## src/rtl/sipo_receiver.sv

```systemverilog
// rtl/sipo_receiver.sv - serial-in parallel-out frame receiver with holding register
// Frames start on s_start; the completed word is handed off through an out_valid/out_ready register.
module sipo_receiver #(
   parameter int WIDTH = 8
) (
   input  logic             clk,
   input  logic             rst,
   input  logic             sin,
   input  logic             s_valid,
   input  logic             s_start,
   input  logic             L_R,
   output logic [WIDTH-1:0] out,
   output logic             out_valid,
   input  logic             out_ready,
   output logic             busy,
   output logic             overrun,
   output logic             abort
);
   localparam int CW = $clog2(WIDTH + 1);

   typedef enum logic {IDLE = 1'b0, SHIFT = 1'b1} state_t;

   state_t           state, state_nxt;
   logic [WIDTH-1:0] shreg, shreg_nxt;
   logic [WIDTH-1:0] first_word, shifted;
   logic [CW-1:0]    count, count_nxt;
   logic             lr, lr_nxt;
   logic             complete;
   logic             abort_nxt;

   // A new frame starts from a cleared register, so bit 0 lands at the end chosen by L_R.
   assign first_word = L_R ? {{(WIDTH-1){1'b0}}, sin} : {sin, {(WIDTH-1){1'b0}}};
   assign shifted    = lr  ? {shreg[WIDTH-2:0], sin}  : {sin, shreg[WIDTH-1:1]};

   always_comb begin
      state_nxt = state;
      shreg_nxt = shreg;
      count_nxt = count;
      lr_nxt    = lr;
      complete  = 1'b0;
      abort_nxt = 1'b0;
      case (state)
         IDLE: begin
            if (s_valid && s_start) begin
               shreg_nxt = first_word;
               count_nxt = CW'(1);
               lr_nxt    = L_R;
               state_nxt = SHIFT;
            end
         end
         SHIFT: begin
            if (s_valid) begin
               if (s_start) begin
                  shreg_nxt = first_word;
                  count_nxt = CW'(1);
                  lr_nxt    = L_R;
                  abort_nxt = 1'b1;
               end else if (count == CW'(WIDTH - 1)) begin
                  complete  = 1'b1;
                  shreg_nxt = shifted;
                  count_nxt = '0;
                  state_nxt = IDLE;
               end else begin
                  shreg_nxt = shifted;
                  count_nxt = count + 1'b1;
               end
            end
         end
         default: state_nxt = IDLE;
      endcase
   end

   always_ff @(posedge clk) begin
      if (rst) begin
         state <= IDLE;
      end else begin
         state <= state_nxt;
      end
   end

   always_ff @(posedge clk) begin
      if (rst) begin
         shreg     <= '0;
         count     <= '0;
         lr        <= 1'b0;
         out       <= '0;
         out_valid <= 1'b0;
         overrun   <= 1'b0;
         abort     <= 1'b0;
      end else begin
         shreg <= shreg_nxt;
         count <= count_nxt;
         lr    <= lr_nxt;
         abort <= abort_nxt;
         // A word completing while the previous one is still held and not taken is dropped.
         if (complete) begin
            if (!out_valid || out_ready) begin
               out       <= shifted;
               out_valid <= 1'b1;
            end else begin
               overrun <= 1'b1;
            end
         end else if (out_valid && out_ready) begin
            out_valid <= 1'b0;
         end
      end
   end

   assign busy = (state == SHIFT);

endmodule

```

## config.mk

```make
export PLATFORM = sky130hd
export DESIGN_NAME = sipo_receiver
export DESIGN_NICKNAME = d
export VERILOG_FILES = /design/src/rtl/sipo_receiver.sv
export SDC_FILE = /design/constraint.sdc
export NUM_CORES = 1
export LEC_CHECK = 0
export CAP_MARGIN = 40
export CORE_UTILIZATION = 30
export CTS_CLUSTER_SIZE = 16
export DETAILED_ROUTE_END_ITERATION = 6
export GPL_TIMING_DRIVEN = 1
export PLACE_DENSITY_LB_ADDON = 0.05
export SLEW_MARGIN = 20
export SYNTH_ARGS = -nofsm -noshare
export SYNTH_HDL_FRONTEND = slang
export SYNTH_SLANG_ARGS = --single-unit
```

## constraint.sdc

```tcl
create_clock -name clk -period 4.2 [get_ports clk]
set_input_delay 0.84 -clock clk [delete_from_list [all_inputs] [get_ports clk]]
set_output_delay 0.84 -clock clk [all_outputs]
set_load 0.03 [all_outputs]
```

# [Word level (Yosys, flattened, before mapping)]
# Cells that the tools add are included.
# W data, S select, Z words.
[word_totals] register_bits=25 output_inout_bits=12
[op_classes] addsub=1 n_eq_ne=5 n_mux=28 bitwise=3 reduce_logical=11
[op_table] operator="$mux W8" count=5
[op_table] operator="$mux W4" count=4
[op_table] operator="$pmux W8 S2" count=1
[op_table] operator="$mux W1" count=15
[op_table] operator="$pmux W4 S2" count=1
[op_table] operator="$reduce_and A2 Y1" count=4
[op_table] operator="$ne A2 B2 Y1 const B" count=3
[op_table] operator="$add A4 B1 Y4 const B" count=1
[op_table] operator="$eq A4 B3 Y1 const B" count=1
[op_table] operator="$pmux W1 S2" count=2
[op_table] operator="$not A1 Y1" count=3
[op_table] operator="$reduce_and A3 Y1" count=1
[op_table] operator="$reduce_or A3 Y1" count=1
[op_table] operator="$logic_and A1 B1 Y1" count=2
[op_table] operator="$ne A2 B1 Y1 const B" count=1
[op_table] operator="$reduce_bool A2 Y1" count=1
[op_table] operator="$logic_not A1 Y1" count=1
[op_table] operator="$logic_or A1 B1 Y1" count=1

# [Logic depth before layout (Yosys ltp)]
# Gate-level depths: netlist of run 1.
[depth] depth_word=7 ltp_mapped=6 depth_no_buf=5

# [Worst setup path after synthesis of run 1]
# Ideal clock, no wire load.
[synth_timing] path_kind="input-to-reg" startpoint="input s_start" endpoint="register out[1]" arrival_ns=1.839 required_ns=4.072 setup_slack_ns=2.233 stages=5 n_path_buf=1 path_cell_list="buf_2 > nand4b_4 > nor3_4 > mux2i_1 > nor2_1"
[synth_between] elab_chain_len=4
[synth_rtl] element="start: declaration" line_no="10" text="input logic s_start,"
[synth_rtl] element="$mux W1" line_no="53" text="if (s_start) begin"
[synth_rtl] element="$mux W1" line_no="52" text="if (s_valid) begin"
[synth_rtl] element="$mux W1" line_no="42" text="case (state)"
[synth_rtl] element="$reduce_and A2 Y1 (no source line)"
[synth_rtl] element="end signal: assignment" line_no="98" text="out <= shifted;"
[synth_rtl] element="end: declaration" line_no="12" text="output logic [WIDTH-1:0] out,"
# No other way between the ends.
# A chain may end at the register's enable or synchronous reset.

# [Worst setup path in the final report of run 1]
[layout_timing] startpoint="register state, in the netlist busy" endpoint="output busy"
[layout_rtl] element="start: declaration" line_no="23" text="state_t state, state_nxt;"
[layout_rtl] element="start signal: assignment" line_no="77" text="state <= state_nxt;"
[layout_rtl] element="end: declaration" line_no="15" text="output logic busy,"
# No word-level cell between the ends.

==> results_dict.tcl, run 1 <==
set metrics [dict create \
    relSlewSlack_pct 47.6 \
    ys_ff_latch 25 \
    fp.coreArea_sq_um 3440 \
    insertion_delay_ns 0.27 \
    irDropWorstVdd_mv 0.190 \
    antenna_found_initial 0 \
    ctsResizeCount 0 \
    p_leak_uw 0.000487 \
    avgViaCountPerCell 4.85 \
    cts-root-buf "clkbuf_8" \
    rsz0062_at_grt "false" \
    route.detailed.wl_per_inst_um 12.9 \
    worst_slew_pin_slew_ns 0.781 \
    cts_tree "yes" \
    slowest_delay_ns 0.75 \
    grt_usage_pct 13.0 \
    firstDrtPassIters 4 \
    die-area_sq_um 3930 \
    ant_nets 0 \
    yosysWarnings 0 \
    grt_pass1_wl_mm 3.94 \
    status "finished clean" \
    cts.clk_slew.worst_paths_ns 0.09 \
    finalInstanceArea_sq_um 1370 \
    syn-cell-area_sq_um 1110 \
    cp.arrival_ns 1.61 \
    dp_cells 177 \
    grt_pass1_vias 814 \
    endpoint_kind "output port" \
    cts_buffers 3 \
    clock_path_buffers 2 \
    grt_max_degree 21 \
    worstPathRequired_ns 3.36 \
    die_y_um 62.7 \
    tns_ns 0 \
    maxCapViolCount 0 \
    via_count 878 \
    clkSinkCount 25 \
    powerDensity_nw_per_um2 310 \
    overflow 0 \
    synth.distinct_cells 32 \
    gp_congestion 0.710 \
    hp-class "reg2reg" \
    place_hpwl_mm 1.56 \
    holdBufCountCts 0 \
    setup_viol 0 \
    wirelength_mm 2.33 \
    start_util_pct 32.1 \
    seq_area_frac_synth_pct 45.2 \
    synth.avg_cell_area_sq_um 9.29 \
    drive_gt1_share_pct 9.63 \
    critPathLaunchType "flop" \
    nets 144 \
    critPathKind "reg2out" \
    crit_family "buffers and inverters" \
    dieWidth_um 62.7 \
    rows 21 \
    fmax_ghz 0.408 \
    syn_nets 127 \
    crit_path_max_fanout 12 \
    stdcell_count 181 \
    area_growth_pct 24.1 \
    path_buf_inv 1 \
    syn_inst 119 \
    io_buffers 18 \
    post-cts-setup-buffers 0 \
    finalCritPeriodShare_pct 58.3 \
    drt_iter0_markers 42 \
    htree_levels 1 \
    cp_cell_sequence "clkdlybuf4s50_1" \
    cp_slowest_cell "clkdlybuf4s50_1" \
    finClkSkew_ns 0.00933 \
    min_period_ns 2.45 \
    num_io_pins 19 \
    drv_slew 0 \
    antenna_cells 0 \
    drc_errors 0 \
    hold_viol 0 \
    placed_cell_area_sq_um 1330 \
]
==> Yosys cell counts <==
library cell	n	share of area (%)
dfxtp_1	25	45
nor2_1	20	6.8
a21oi_1	9	4.1
mux2i_1	8	7.2
a22oi_1	7	4.8
mux2_2	6	6.1
nand2_1	6	2.0
clkbuf_1	5	1.7
inv_1	3	1.0
nand2b_1	3	1.7
nor2b_1	3	1.7
a211oi_1	2	1.4
nand3_1	2	0.91
o21ai_0	2	0.91
a21o_1	1	0.68
a2bb2oi_1	1	0.79
a311oi_1	1	0.79
a31oi_1	1	0.57
and3_1	1	0.57
and3b_1	1	0.79
buf_2	1	0.45
buf_4	1	0.68
ha_1	1	1.1
nand3b_1	1	0.68
nand4b_1	1	0.79
nand4b_4	1	2.1
nor3_1	1	0.45
nor3_4	1	1.5
nor3b_1	1	0.68
o21ai_1	1	0.45
o31a_1	1	0.79
or2_2	1	0.57
==> flip-flops by register name, summed over array words and instances (netlist names) <==
| register | count |
|---|---|
| abort | 1 |
| count | 4 |
| busy | 1 |
| shreg | 8 |
| overrun | 1 |
| out_valid | 1 |
| out | 8 |
| lr | 1 |
==> where the power goes <==
group          total [uW]  leakage, uW  internal (uW)  switching (uW)
clock                 145    0.0000228           67.9            76.8
combinational        34.8     0.000262           16.5            18.3
sequential            246     0.000202            240            5.80
==> stage by stage <==
| step | utilization [%] | hold WS (ns) | power [uW] | setup slack, ns |
|---|---|---|---|---|
| 6_report | 39.9 | 0.480 | 426 | 1.75 |
| 5_1_grt | 39.9 | 0.492 | 447 | 1.67 |
| 4_1_cts | 39.9 | 0.485 | 434 | 1.74 |
| 3_5_place_dp | 38.6 | 0.470 | 287 | 1.57 |
| 3_3_place_gp | 38.1 | 0.462 | 285 | 1.56 |
| 2_1_floorplan | - | 0.442 | 272 | 2.23 |
==> cell families after synthesis <==
| logic type | Yosys count | synth area share, % |
|---|---|---|
| compound gates | 26 | 15.2 |
| flops | 25 | 45.2 |
| fa+ha+maj | 1 | 1.13 |
| buf+inv | 10 | 3.85 |
| simple gates | 43 | 21.3 |
| mux | 14 | 13.3 |
==> cells in the final DEF (no fill, tap or decap), types with 2 or more instances in the layout <==
cell / count
a211oi_1: 2
a21oi_1: 9
a22oi_1: 7
clkbuf_8: 3
clkdlybuf4s50_1: 18
dfxtp_1: 25
inv_1: 3
mux2_2: 6
mux2i_1: 8
nand2_1: 6
nand2b_1: 3
nand3_1: 2
nor2_1: 20
nor2b_1: 3
o21ai_0: 2
==> area by class of cell <==
type | instances | area, sq um
Fill cell | 347 | 2070
Multi-Input combinational cell | 84 | 563
Sequential cell | 25 | 500
Timing Repair Buffer | 19 | 195
Tap cell | 46 | 57.6
Clock buffer | 4 | 45.0
Inverter | 3 | 11.3
==> final timing paths <==
| check | startpoint | endpoint | slack (ns) | cells after the start |
|---|---|---|---|---|
| hold reg to reg | count[3] | count[3] | 0.48 | 2 |
| setup reg to reg | count[0] | out[3] | 2.44 | 5 |
| hold / removal | count[3] | count[3] | 0.48 | 2 |
| setup / recovery | busy | busy | 1.75 | 1 |
==> routing by layer <==
layer / track usage (%) / share of wire [%]
met2: 18.9 / 43
met3: 4.56 / 4.3
met5: 0 / 0
met4: 5.23 / 1.6
met1: 17.4 / 51
Power figures use the tool's default switching activity.
==> run 2: changes to the inputs <==
clock period = 1.99 ns   (was 4.2 ns; I/O delays follow)
==> run 2 against run 1 <==
Effect of this change:
- first-iteration DRC count fell by 2.4%
- critical path depth did not move
- sequential power rose by 110%
- largest power group unchanged
==> results_dict.tcl, run 2 (same netlist as run 1, synthesis figures left out) <==
set metrics [dict create \
    status "finished clean" \
    cp_cell_sequence "clkdlybuf4s50_1" \
    tns_ns 0 \
    drv_slew 0 \
    ant_nets 0 \
    endpoint_kind "output port" \
    dp_cells 183 \
    finalCritPeriodShare_pct 84.3 \
    holdBufCountCts 0 \
    r2r_start "count[0]" \
    layout_commonest_cell "dfxtp_1" \
    irDropWorstVdd_mv 0.253 \
    clock_path_buffers 2 \
    top_regs "out: 8 flops, shreg: 8 flops, count: 4 flops" \
    seqCellArea_sq_um 500 \
    worstReg2RegEnd "out[2]" \
    crit_path_max_fanout 2 \
    num_io_pins 19 \
    cts_tree "yes" \
    firstDrtPassIters 4 \
    dieWidth_um 62.7 \
    setup.worst_path.start "overrun" \
    cts.clk_slew.worst_paths_ns 0.09 \
    powerDensity_nw_per_um2 635 \
    nets 150 \
    worst_slew_pin_slew_ns 0.459 \
    crit_family "buffers and inverters" \
    grt_pass1_vias 875 \
    drc_errors 0 \
    place_hpwl_mm 1.61 \
    via_count 899 \
    overflow 0 \
    p_leak_uw 0.000519 \
    crit_end "overrun" \
    gp_congestion 0.759 \
    fmax_ghz 0.596 \
    io_buffers 18 \
    area_growth_pct 28.7 \
    multi_input_area_sq_um 563 \
    htree_levels 1 \
    stdcell_count 187 \
    hp-class "reg2reg" \
    antenna_found_initial 0 \
    min_path_cells 2 \
    grt_pass1_wl_mm 4.06 \
    grt_max_degree 26 \
    relSlewSlack_pct 69.3 \
    wirelength_mm 2.33 \
    r2r_cells 6 \
    start_util_pct 32.1 \
    die_y_um 62.7 \
    r2r_slack_ns 0.43 \
    die-area_sq_um 3930 \
    rsz0062_at_grt "false" \
    min_period_ns 1.68 \
    critPathKind "reg2out" \
    post-cts-setup-buffers 0 \
    cp_slowest_cell "clkdlybuf4s50_1" \
    path_depth 1 \
    route.detailed.wl_per_inst_um 12.5 \
    path_buf_inv 1 \
    finClkSkew_ns 0.00589 \
    hold_viol 0 \
    antenna_cells 0 \
    worstPathRequired_ns 1.59 \
    avgViaCountPerCell 4.81 \
    ctsResizeCount 0 \
    insertion_delay_ns 0.27 \
    fillers 357 \
    grt_usage_pct 13.1 \
    final_cell_mix "25 x dfxtp_1, 20 x nor2_1, 18 x clkdlybuf4s50_1, 9 x a21oi_1, 8 x mux2i_1" \
    rows 21 \
    setup_viol 0 \
    drive_gt1_share_pct 14.2 \
    slowest_delay_ns 0.67 \
    critPathLaunchType "flop" \
    cts-root-buf "clkbuf_8" \
    clkSinkCount 25 \
    cts_buffers 3 \
    fp.coreArea_sq_um 3440 \
    drt_iter0_markers 41 \
    cp.arrival_ns 1.28 \
    maxCapViolCount 0 \
]
[run 2: changes by cell type in the layout (fill, tap and decap cells not counted), sizes merged]
| cell | change |
|---|---|
| buf | +6 |
| clkinv | +1 |
| clkbuf | -1 |
[run 2: worst min-delay path by stage]
stage,startpoint,to,slack [ns]
2_1_floorplan,count[3],count[3],0.44
3_3_place_gp,count[3],count[3],0.46
3_5_place_dp,overrun,overrun,0.46
4_1_cts,count[3],count[3],0.48
5_1_grt,count[3],count[3],0.51
6_report,overrun,overrun,0.48
[run 2: worst reg2reg max path, cell delays in order (launching register included)]
cell and delay, ns:
dfxtp_1 0.42, ha_1 0.27, nand4b_4 0.14, nor3_4 0.22
buf_12 0.16, mux2i_1 0.18, nor2_1 0.06
[run 2: per-stage QoR]
stage               setup WS (ns)  instance area, sq um  util [%]  hold WS [ns]  total power [uW]
floorplan                   0.350                  1110         -         0.442               575
CTS                         0.294                  1420      41.4         0.484               922
detailed placement         0.0773                  1380      40.0         0.465               612
finish                      0.312                  1420      41.4         0.481               905
global route                0.253                  1420      41.4         0.513               958
global placement            0.107                  1380      40.0         0.461               611
[run 2: where the power goes]
group          switching [uW]  internal, uW  leakage [uW]
registers                8.22           507      0.000202
clock network             165           140     0.0000255
logic                    43.1          41.0      0.000291
total                     216           688      0.000519
[run 2: layout make-up]
class                           count  share of cell area, %
Clock buffer                        3                   2.90
Clock inverter                      1                  0.351
Inverter                            3                  0.791
Multi-Input combinational cell     84                   39.5
Sequential cell                    25                   35.1
Tap cell                           46                   4.04
Timing Repair Buffer               25                   17.2
[run 2: routing by layer]
metal | track usage (%) | share of wire (%) | up-vias
met5 | 0 | 0 | -
met4 | 4.36 | 0.99 | 0
met3 | 3.28 | 3.8 | 2
met2 | 19.0 | 42 | 18
met1 | 18.7 | 54 | 421
li1 | - | - | 458
==> run 3: changes to the inputs <==
clock period = 1.4 ns   (was 1.99 ns; I/O delays follow)
==> run 3 against run 2 <==
Effect of this change:
- combinational power grew 65%
- first-iteration DRC count shrank 27%
- flip-flop and latch count is the same
- clock power grew 49%
- critical path depth grew 5
- via count grew 3.3%
==> results_dict.tcl, run 3 (same netlist as run 1, synthesis figures left out) <==
set metrics [dict create \
    crit_family "buffers and inverters" \
    min_period_ns 1.40 \
    p_sw_share_pct 24.8 \
    post-cts-setup-buffers 0 \
    avgViaCountPerCell 4.74 \
    grt_max_degree 16 \
    die_y_um 62.7 \
    gp_congestion 0.752 \
    fillers 362 \
    powerDensity_nw_per_um2 876 \
    hold_viol 0 \
    cts_buffers 3 \
    cp.arrival_ns 1.58 \
    p_leak_uw 0.000636 \
    p_seq_share_pct 55.1 \
    clkSinkCount 25 \
    dieWidth_um 62.7 \
    r2r_start "count[1]" \
    finalInstanceArea_sq_um 1510 \
    final_cell_mix "22 x dfxtp_1, 20 x nor2_1, 14 x buf_4, 12 x dlygate4sd2_1, 9 x a21oi_1" \
    pre_cts_slack_ns -0.314 \
    power_frac_comb_pct 10.5 \
    drv_slew 0 \
    rsz0062_at_grt "true" \
    switchingPower_uw 329 \
    fp.coreArea_sq_um 3440 \
    holdWs_ns 0.479 \
    setup.worst_path.start "s_valid" \
    worstPathRequired_ns 1.58 \
    setup_viol 0 \
    die-area_sq_um 3930 \
    place_hpwl_mm 1.76 \
    drt_iter0_markers 30 \
    clock_path_buffers 2 \
    r2r_cells 6 \
    grt_pass1_vias 903 \
    htree_levels 1 \
    clock_power_share_pct 34.4 \
    start_util_pct 32.1 \
    num_io_pins 19 \
    total_power_uw 1320 \
    cts-root-buf "clkbuf_8" \
    area_growth_pct 36.7 \
    cts_tree "yes" \
    route.detailed.wl_per_inst_um 12.4 \
    layout_commonest_cell "dfxtp_1" \
    final_util_pct 43.9 \
    placed_cell_area_sq_um 1480 \
    critPathLaunchType "input pin" \
    cp_cell_sequence "clkdlybuf4s50_1 > nand4b_4 > nor3_4 > buf_12 > mux2i_1 > nor2_1" \
    wirelength_mm 2.44 \
    finClkSkew_ns 0.00840 \
    path_buf_inv 2 \
    grt_pass1_wl_mm 4.26 \
    crit_end "out[6]" \
    critPathKind "in2reg" \
    rows 21 \
    via_count 929 \
    overflow 0 \
    seqCellArea_sq_um 507 \
    grt_usage_pct 14.0 \
    antenna_found_initial 0 \
    internal_power_uw 995 \
    antenna_cells 0 \
    crit_path_max_fanout 9 \
    r2r_slack_ns 0.03 \
    io_buffers 18 \
    worstReg2RegEnd "out[6]" \
    ant_nets 0 \
    slowest_delay_ns 0.52 \
    worst_slew_pin_slew_ns 0.306 \
    nets 159 \
    postLayoutSetupSlackWorst_ns 0.00306 \
    finalCritPeriodShare_pct 99.8 \
    multi_input_area_sq_um 576 \
    relSlewSlack_pct 79.7 \
    maxCapViolCount 0 \
    drive_gt1_share_pct 22.0 \
    cp_slowest_cell "clkdlybuf4s50_1" \
    drc_errors 0 \
    status "finished clean" \
    cts.clk_slew.worst_paths_ns 0.10 \
    endpoint_kind "flop" \
    path_depth 6 \
    irDropWorstVdd_mv 0.323 \
    top_regs "out: 8 flops, shreg: 8 flops, count: 4 flops" \
    insertion_delay_ns 0.28 \
    hp-class "reg2reg" \
    fmax_ghz 0.716 \
    firstDrtPassIters 4 \
]
==> run 3: changes by cell type in the layout (fill, tap and decap cells not counted), moves of 2 or more <==
cell / before / now
clkdlybuf4s50_1: 18 / 5
dlygate4sd2_1: 0 / 12
buf_4: 6 / 14
dfxtp_1: 25 / 22
dfxtp_2: 0 / 2
==> run 3: layout make-up <==
cell class              instances  area share [%]
clock buffers                   3            2.73
clock inverters                 1           0.414
inverters                       3           0.745
multi-input cells              84            38.1
flip-flops and latches         25            33.5
well taps                      46            3.81
repair buffers                 34            20.7
==> run 3: what timing repair did <==
item,CTS,global route
endpoints found under the setup margin,18,12
cloned,0,0
pin swaps,1,2
resized for setup,12,1
hold buffers,0,0
==> run 3: worst min-delay path by stage <==
stage / start / endpoint / slack [ns] / cells past startpoint
2_1_floorplan: L_R / lr / 0.43 / 2
3_3_place_gp: overrun / overrun / 0.46 / 2
3_5_place_dp: count[3] / count[3] / 0.47 / 2
4_1_cts: count[3] / count[3] / 0.48 / 2
5_1_grt: out[7] / out[7] / 0.51 / 2
6_report: count[3] / count[3] / 0.48 / 2
==> run 3: routing by layer <==
| metal | track usage, % | part of all wire (%) |
|---|---|---|
| met5 | 0 | 0 |
| met4 | 7.85 | 2.4 |
| met3 | 2.74 | 2.8 |
| met2 | 19.7 | 43 |
| met1 | 19.7 | 52 |
==> run 3: worst reg2reg max path, delay by kind of cell, from the launching register on <==
kind | cells | cell delay (ns)
buffers and inverters | 1 | 0.16
multiplexers | 1 | 0.19
flip-flops | 1 | 0.36
AND/OR/NAND/NOR | 3 | 0.40
adder cells (fa/ha/maj) | 1 | 0.16
==> run 3: per-stage QoR <==
stage,setup TNS [ns],cells
finish,0,196
global placement,-4.65,192
floorplan,-0.394,119
CTS,0,196
detailed placement,-4.78,192
global route,-0.255,196
==> run 3: power by group through the flow <==
stage | sequential, uW | combinational [uW] | clock (uW)
2_1_floorplan | 750 | 70.5 | 0
5_1_grt | 732 | 151 | 514
3_3_place_gp | 746 | 141 | 0
6_report | 730 | 139 | 455
4_1_cts | 730 | 141 | 477
3_5_place_dp | 747 | 141 | 0
